$ cat config.mk
export PLATFORM = sky130hd
export DESIGN_NAME = arisc_cpu
export DESIGN_NICKNAME = d
export VERILOG_FILES = /design/src/rtl/arisc_cpu.sv
export SDC_FILE = /design/constraint.sdc
export NUM_CORES = 1
export LEC_CHECK = 0
export CORE_ASPECT_RATIO = 1.4
export CORE_MARGIN = 10
export CORE_UTILIZATION = 51
export CTS_CLUSTER_DIAMETER = 80
export DETAILED_ROUTE_END_ITERATION = 10
export GPL_ROUTABILITY_DRIVEN = 1
export PLACE_DENSITY = 0.77
export SLEW_MARGIN = 5
export SYNTH_ARGS = -nofsm -noshare
export SYNTH_HDL_FRONTEND = slang
export SYNTH_SLANG_ARGS = --single-unit
$ cat constraint.sdc
create_clock -name clk -period 4.6 [get_ports clk]
set_input_delay 0.69 -clock clk [delete_from_list [all_inputs] [get_ports clk]]
set_output_delay 0.69 -clock clk [all_outputs]
set_load 0.005 [all_outputs]
$ cat src/rtl/arisc_cpu.sv
// Multi-cycle 8-bit RISC core: IDLE/FETCH/EXEC/LOAD sequencer in front of synchronous instruction and data RAMs.
// Optional build macro ARISC_MUL_EN turns opcode 15 into MUL; otherwise opcode 15 is a NOP.
module arisc_cpu #(
  parameter int NUM_GPR = 8
) (
  input  logic        clk,
  input  logic        rstn,
  input  logic        start,
  output logic        idle,
  output logic [7:0]  iram_addr,
  input  logic [15:0] iram_dout,
  output logic [7:0]  dram_addr,
  output logic [7:0]  dram_din,
  input  logic [7:0]  dram_dout,
  output logic        dram_write
);

  localparam logic [1:0] S_IDLE  = 2'd0;
  localparam logic [1:0] S_FETCH = 2'd1;
  localparam logic [1:0] S_EXEC  = 2'd2;
  localparam logic [1:0] S_LOAD  = 2'd3;

  localparam logic [3:0] OP_HALT = 4'd0;
  localparam logic [3:0] OP_ADD  = 4'd1;
  localparam logic [3:0] OP_SUB  = 4'd2;
  localparam logic [3:0] OP_AND  = 4'd3;
  localparam logic [3:0] OP_OR   = 4'd4;
  localparam logic [3:0] OP_XOR  = 4'd5;
  localparam logic [3:0] OP_SHL  = 4'd6;
  localparam logic [3:0] OP_SHR  = 4'd7;
  localparam logic [3:0] OP_LDI  = 4'd8;
  localparam logic [3:0] OP_ADDI = 4'd9;
  localparam logic [3:0] OP_LD   = 4'd10;
  localparam logic [3:0] OP_ST   = 4'd11;
  localparam logic [3:0] OP_JMP  = 4'd12;
  localparam logic [3:0] OP_BEQZ = 4'd13;
  localparam logic [3:0] OP_BNEZ = 4'd14;
  localparam logic [3:0] OP_X15  = 4'd15;

  localparam logic [4:0] GPR_LIM = 5'(NUM_GPR);

  logic [1:0] state;
  logic [7:0] pc;
  logic [3:0] ld_rd;
  // Entries at or above NUM_GPR, and R0, are never written, so they stay at their reset value of 0.
  logic [7:0] regs [16];

  logic [3:0] op, rd, ra, rb;
  logic [7:0] imm8, va, vb, vd;
  logic [7:0] alu_res, pc_next;
  logic       wb_en, exec;

  assign op   = iram_dout[3:0];
  assign rd   = iram_dout[7:4];
  assign ra   = iram_dout[11:8];
  assign rb   = iram_dout[15:12];
  assign imm8 = {ra, rb};
  assign va   = regs[ra];
  assign vb   = regs[rb];
  assign vd   = regs[rd];

  function automatic logic writable(input logic [3:0] idx);
    return (idx != 4'd0) && ({1'b0, idx} < GPR_LIM);
  endfunction

  always_comb begin
    // NOTE: every output of this block gets a default first so no path leaves it unassigned (no latch).
    alu_res = '0;
    wb_en   = 1'b0;
    pc_next = pc + 8'd1;
    unique case (op)
      OP_ADD:  begin alu_res = va + vb;          wb_en = 1'b1; end
      OP_SUB:  begin alu_res = va - vb;          wb_en = 1'b1; end
      OP_AND:  begin alu_res = va & vb;          wb_en = 1'b1; end
      OP_OR:   begin alu_res = va | vb;          wb_en = 1'b1; end
      OP_XOR:  begin alu_res = va ^ vb;          wb_en = 1'b1; end
      OP_SHL:  begin alu_res = va << vb[2:0];    wb_en = 1'b1; end
      OP_SHR:  begin alu_res = va >> vb[2:0];    wb_en = 1'b1; end
      OP_LDI:  begin alu_res = imm8;             wb_en = 1'b1; end
      OP_ADDI: begin alu_res = vd + imm8;        wb_en = 1'b1; end
      OP_JMP:  pc_next = imm8;
      OP_BEQZ: if (vd == 8'd0) pc_next = imm8;
      OP_BNEZ: if (vd != 8'd0) pc_next = imm8;
`ifdef ARISC_MUL_EN
      OP_X15:  begin alu_res = va * vb;          wb_en = 1'b1; end
`else
      OP_X15:  ;
`endif
      default: ;
    endcase
  end

  // Data-port outputs are decoded from the registered state, so reset drops a store strobe at once.
  assign exec       = (state == S_EXEC);
  assign idle       = (state == S_IDLE);
  assign iram_addr  = pc;
  assign dram_write = exec && (op == OP_ST);
  assign dram_addr  = (exec && (op == OP_LD || op == OP_ST)) ? va : 8'd0;
  assign dram_din   = (exec && op == OP_ST) ? vd : 8'd0;

  always_ff @(posedge clk or negedge rstn) begin
    if (!rstn) begin
      state <= S_IDLE;
      pc    <= 8'd0;
      ld_rd <= 4'd0;
      for (int i = 0; i < 16; i++) regs[i] <= 8'd0;
    end else begin
      // NOTE: all state here updates with <= so every read sees the pre-edge value.
      unique case (state)
        S_IDLE: begin
          if (start) begin
            pc    <= 8'd0;
            state <= S_FETCH;
          end
        end
        S_FETCH: state <= S_EXEC;
        S_EXEC: begin
          if (op == OP_HALT) begin
            state <= S_IDLE;
          end else if (op == OP_LD) begin
            ld_rd <= rd;
            state <= S_LOAD;
          end else begin
            if (wb_en && writable(rd)) regs[rd] <= alu_res;
            pc    <= pc_next;
            state <= S_FETCH;
          end
        end
        S_LOAD: begin
          if (writable(ld_rd)) regs[ld_rd] <= dram_dout;
          pc    <= pc + 8'd1;
          state <= S_FETCH;
        end
        default: state <= S_IDLE;
      endcase
    end
  end

endmodule

* Word level (Yosys, flattened, before mapping)
Index checks and enable logic that the tools add are counted.
** Word-level totals
- Bits in read-only memories :: 0
- Register bits :: 142
- Memory bits (writable) :: 0
- Output and inout bits :: 26
- Bits in latches :: 0
- Memories kept :: 0
- Word-level logic and storage cells :: 118
- Input bits :: 27
** Operators by class
- Bitwise logic cells :: 8
- Muxes and demuxes :: 35
- Multiply operators :: 0
- $add $sub $neg :: 4
- Shift operators :: 2
- $lt $le $gt $ge :: 8
- Reduce and logical (&&, ||, !) cells :: 20
- Divide/modulo/power cells :: 0
- Eq/ne operators :: 22
** Operator list (number)
- 2-to-1 mux 128 bit :: 4
- bitwise mux 128 bit :: 2
- one-hot mux 128 bit (2 select lines) :: 1
- 2-to-1 mux 8 bit :: 15
- binary-select mux 8 bit (select 4 bit) :: 3
- one-hot mux 8 bit (9 select lines) :: 1
- demux 8 bit (select 4 bit) :: 2
- one-hot mux 8 bit (3 select lines) :: 2
- equality test 4 bit, second input constant :: 7
- >= comparator 5 bit, second input constant :: 4
- inverter 4 -> 5 bit :: 4
- adder 8 bit :: 2
- equality test 4 x 3 -> 1 bit, second input constant :: 4
- < comparator 5 x 1 -> 1 bit, second input constant :: 2
- OR reduction 9 bit :: 1
- adder 8 x 1 -> 8 bit, second input constant :: 1
- AND 8 bit :: 1
- equality test 4 x 2 -> 1 bit, second input constant :: 2
- logical NOT 8 bit :: 1
- < comparator 4 bit, second input constant :: 2
- inequality test 2 bit, second input constant :: 4
- OR 8 bit :: 1
- one-hot mux 2 bit (4 select lines) :: 1
- nonzero test 4 bit :: 2
- other kinds (21) :: 30

* Logic depth before layout (Yosys ltp)
- Depth in word-level cells :: 11
- Gate-level depth with buffers :: 21

* Least setup slack after synthesis
No wires, ideal clock.
- Path kind :: input port to flip-flop
- Start :: input iram_dout[12]
- End :: register regs[102] (netlist name)
- Arrival :: 4.561 ns
- Path slack :: -0.098 ns
- Data required time :: 4.463 ns
- Path buffers :: 2
- Setup time :: 0.137 ns
- Stages :: 18
- Cells stage by stage :: buf_4 -> mux4_2 -> a22oi_1 -> nand2_1 -> buf_4 -> inv_1 -> ha_1 -> mux2_2 -> fa_1 -> nor2b_1 -> o21ai_0 -> a21boi_0 -> o21a_1 -> o21a_1 -> o31ai_1 -> a211o_1 -> a211oi_2 -> o21ai_0
** Between the ends
- Longest elaborated chain between the ends :: 11
- Elaborated cells between the ends (all ways) :: 18
- Those cells by class :: add/sub: 3; shift: 2; mux: 9; bitwise: 4
** RTL lines
- start: declaration :: line 11 : input logic [15:0] iram_dout,
- inverter 4 -> 5 bit (implied by the code) :: line 59 : assign vb = regs[rb];
- binary-select mux 8 bit (select 4 bit) :: line 59
- 2-to-1 mux 8 bit (implied by the code) (2 in series) :: line 59
- subtractor 8 bit, or another cell as far along :: line 73 : OP_SUB: begin alu_res = va - vb; wb_en = 1'b1; end
- one-hot mux 8 bit (9 select lines) * :: line 71 : unique case (op)
- bitwise mux 128 bit * :: line 124 : if (wb_en && writable(rd)) regs[rd] <= alu_res;
- 2-to-1 mux 128 bit * :: line 124
- 2-to-1 mux 128 bit * :: line 120 : end else if (op == OP_LD) begin
- 2-to-1 mux 128 bit * :: line 118 : if (op == OP_HALT) begin
- one-hot mux 128 bit (2 select lines) * :: line 109 : unique case (state)
- end signal: indexed assignment :: line 124
- end signal: indexed assignment :: line 130 : if (writable(ld_rd)) regs[ld_rd] <= dram_dout;
- end: declaration :: line 46 : logic [7:0] regs [16];
Mark *: on every way between the ends. The rest lies on a longest branch, timed or not. The select of a mux whose other input is x is not followed.
A chain may end at the register's enable or synchronous reset.

* Worst setup path in the final report
- Start :: input iram_dout[15]
- End :: register regs[86] (netlist name)
The elaborated chain is that of the path after synthesis.

==> impl_metrics.toml <==
[die]
die_x_um = 141
core.rowCount = 62
dieArea_um2 = 26800
core_um2 = 20400
pin_count = 53
initial_utilization = 0.514
dieHeight_um = 190

[job]
timing.max_cap.violations = 0

[global_routing]
grt_max_degree = 109
grt_usage = 0.250
grt_first_pass_wirelength_mm = 52.7
grt_remaining_overflow = 0
via_count_of_the_first_global_routing_pass = 9208
antenna_violations_before_repair = 1

[worst_setup_path]
critPathArrivalTime_ps = 4600
end_kind = "flip-flop"
worst-endpoint-required_ps = 4880
critPathLaunchType = "primary input"
timing.critical_path.fanout_max = 7
critPathKind = "primary input to flip-flop"
depth_of_the_most_critical_reg_to_reg_path = 18

[cells_and_area]
drive_gt1_frac = 0.230
finalNonFillerCells = 1291
nNetsFinal = 1088
area_delta_synth_final_pct = 14.6
final_standard_cell_utilization_of_the_core = 0.589

[timing]
unrepaired_setup_endpoints_after_global_routing = "no"
fin_ws_ps = 287
worst_clock_skew_ps = 10.8
period_share = 0.938
hold_viol = 0
fmax_ghz = 0.232
finalSetupViolations = 0
period_minus_slack_ps = 4310
timing.final.max_slew_violations = 0
max_transition_margin = 0.320
timing_worst_slew_pin_value_ps = 1020

[synth]
async_flop_share = 1.00
leading_cell_type_by_number_of_instances_after_synthesis = "sky130_fd_sc_hd__dfrtp_1"
synthesis.area_um2 = 10500
synthDominantCellAreaShare = 0.339
synth_seq_cells = 142
synthesis.yosys.warnings = 0
dominant_cell_type_by_area_after_synthesis = "sky130_fd_sc_hd__dfrtp_1"
syn-num-nets = 1076
sequential_element_share_of_the_synthesized_area = 0.339
post_synth_most_frequent_cells = "sky130_fd_sc_hd__dfrtp_1, sky130_fd_sc_hd__clkbuf_1, sky130_fd_sc_hd__mux4_2, sky130_fd_sc_hd__o21ai_0, sky130_fd_sc_hd__a21oi_1"
synthTopCellsByArea = "sky130_fd_sc_hd__dfrtp_1, sky130_fd_sc_hd__mux4_2, sky130_fd_sc_hd__ha_1"
synth_enable_flop_cells = 0
synth_cell_type_count = 63
netlist_instances = 1009
synthesis.area_per_instance_um2 = 10.4
ys.flop_type = "sky130_fd_sc_hd__dfrtp_1"

[power_and_ir_drop]
power.static_leakage_nw = 4.97
vdd.ir_drop.worst_mv = 0.260
pwr_density_cell_nw_per_um2 = 348

[cts]
ctsLongestPathBuffers = 2
htree_num_levels = 4
tritoncts_clock_tree = "yes"
clkTransAtPathRegs_ps = 60
postCtsHoldBufs = 0
postCtsSetupRepairBufs = 0
root_buffer = "sky130_fd_sc_hd__clkbuf_16"
ctsResizeCount = 0
clk-insertion-delay-late_ps = 430
clkSinkCount = 142
number_of_buffers_created_by_cts = 17

[routing]
post-route-drc-count = 0
drt_first_pass_iters = 5
vias_per_cell = 6.97
detailroute.via_count = 8994
drtAntennaViolNets = 0
first_drt_iteration_drcs = 1257
detail_route.wirelength_mm = 33.3
wire_per_inst_um = 25.8

[placed_design]
dp_cells = 1258
final_weighted_congestion_in_routability_driven_placement = 1.04
place.port_buffers = 52
detailedPlace.worstSlack_ps = -288
dp.final_hpwl_mm = 24.6

[min_path]
worst_hold_path_type = "primary input to async pin"

[status]
result_of_the_run = "completed"
layer usage:
metal / part of all wire / GRT usage / wire, um
met3: 0.088 / 0.0521 / 2950
met4: 0.060 / 0.154 / 1990
met2: 0.49 / 0.405 / 16400
met1: 0.36 / 0.299 / 12000
met5: 0 / 0 / 0
critical path, cell delays in order:
cell and delay, ps:
sky130_fd_sc_hd__clkdlybuf4s50_1 670, sky130_fd_sc_hd__inv_1 110, sky130_fd_sc_hd__a221oi_1 290, sky130_fd_sc_hd__buf_4 170, sky130_fd_sc_hd__a22oi_2 50, sky130_fd_sc_hd__nand2_2 90
sky130_fd_sc_hd__inv_1 50, sky130_fd_sc_hd__ha_1 260, sky130_fd_sc_hd__mux2_2 310, sky130_fd_sc_hd__fa_1 410, sky130_fd_sc_hd__nor2b_1 110, sky130_fd_sc_hd__o21ai_0 110
sky130_fd_sc_hd__a21boi_1 220, sky130_fd_sc_hd__o21a_1 160, sky130_fd_sc_hd__o21a_1 110, sky130_fd_sc_hd__o31ai_1 60, sky130_fd_sc_hd__a211o_1 240, sky130_fd_sc_hd__a211oi_2 170
sky130_fd_sc_hd__buf_4 200, sky130_fd_sc_hd__o21ai_0 100
cell families (layout without fill, tap and decap cells):
| group | Yosys count | in the layout | share of synthesized area |
|---|---|---|---|
| buffers and inverters | 161 | 186 | 0.0615 |
| XOR/XNOR | 23 | 23 | 0.0192 |
| AO/OA/AOI/OAI | 254 | 254 | 0.152 |
| adder cells (fa/ha/maj) | 40 | 40 | 0.0492 |
| other | 0 | 1 | 0 |
| flip-flops | 142 | 142 | 0.339 |
| AND/OR/NAND/NOR | 247 | 247 | 0.115 |
| multiplexers | 142 | 142 | 0.264 |
state kept, by name, indices dropped and copies added, names as in the netlist:
signal,flops
iram_addr,8
regs,128
ld_rd,4
state,2
power by group:
| group | switching (W) | internal, W |
|---|---|---|
| sequential | 0.000148 | 0.00136 |
| clock | 0.000552 | 0.000982 |
| combinational | 0.000644 | 0.000495 |
stage by stage:
step / area (um^2) / hold slack [ps] / total power, W / setup TNS [ps]
after floorplan: 10500 / 394 / 0.00219 / 0
after global placement: 11300 / 390 / 0.00260 / -3500
after detailed placement: 11300 / 403 / 0.00263 / -4650
after CTS: 12000 / 414 / 0.00417 / 0
after global routing: 12000 / 430 / 0.00436 / 0
final: 12000 / 342 / 0.00418 / 0
final timing paths:
check / slack, ps / startpoint / end
setup / recovery: 290 / iram_dout[15] / regs[86]
hold / removal: 340 / rstn / iram_addr[4]
setup reg to reg: 680 / regs[96] / regs[86]
hold reg to reg: 420 / regs[40] / regs[40]
max in group asynchronous: 3160 / rstn / regs[82]
min in group clk: 420 / regs[40] / regs[40]
placed cells by master (no fill, tap or decap), types with 4 or more instances in the layout:
cell type / synthesis / final
sky130_fd_sc_hd__mux2i_1: 22 / 22
sky130_fd_sc_hd__and3_1: 14 / 14
sky130_fd_sc_hd__a221oi_2: 4 / 4
sky130_fd_sc_hd__ha_1: 38 / 38
sky130_fd_sc_hd__a21oi_1: 76 / 76
sky130_fd_sc_hd__a32oi_1: 10 / 10
sky130_fd_sc_hd__o21ai_1: 3 / 5
sky130_fd_sc_hd__nand2b_1: 7 / 7
sky130_fd_sc_hd__clkbuf_16: 0 / 17
sky130_fd_sc_hd__nor3_1: 59 / 59
sky130_fd_sc_hd__inv_1: 28 / 28
sky130_fd_sc_hd__nor2_1: 47 / 47
sky130_fd_sc_hd__clkdlybuf4s50_1: 0 / 45
sky130_fd_sc_hd__nand2_1: 56 / 55
sky130_fd_sc_hd__a31oi_1: 6 / 6
sky130_fd_sc_hd__bufinv_16: 0 / 5
sky130_fd_sc_hd__o21bai_1: 4 / 4
sky130_fd_sc_hd__o21ai_0: 80 / 78
sky130_fd_sc_hd__mux4_2: 106 / 106
sky130_fd_sc_hd__mux2_2: 8 / 8
sky130_fd_sc_hd__a221oi_1: 5 / 5
sky130_fd_sc_hd__buf_2: 8 / 4
sky130_fd_sc_hd__dfrtp_1: 142 / 142
sky130_fd_sc_hd__a22oi_1: 22 / 21
sky130_fd_sc_hd__nor2b_1: 22 / 22
sky130_fd_sc_hd__nand3_1: 12 / 12
sky130_fd_sc_hd__a22o_1: 4 / 4
sky130_fd_sc_hd__nand4_1: 5 / 5
sky130_fd_sc_hd__buf_4: 4 / 71
sky130_fd_sc_hd__mux2_1: 6 / 6
sky130_fd_sc_hd__xnor2_1: 20 / 20
sky130_fd_sc_hd__and2_1: 14 / 14
area by class of cell:
type	count	area [um^2]
inverters	29	109
well taps	256	320
flip-flops and latches	142	3550
fillers	1642	8390
repair buffers	125	1070
diodes	1	2.50
clock buffers	20	447
clock inverters	12	208
multi-input cells	706	6290
Power figures use the tool's default switching activity.
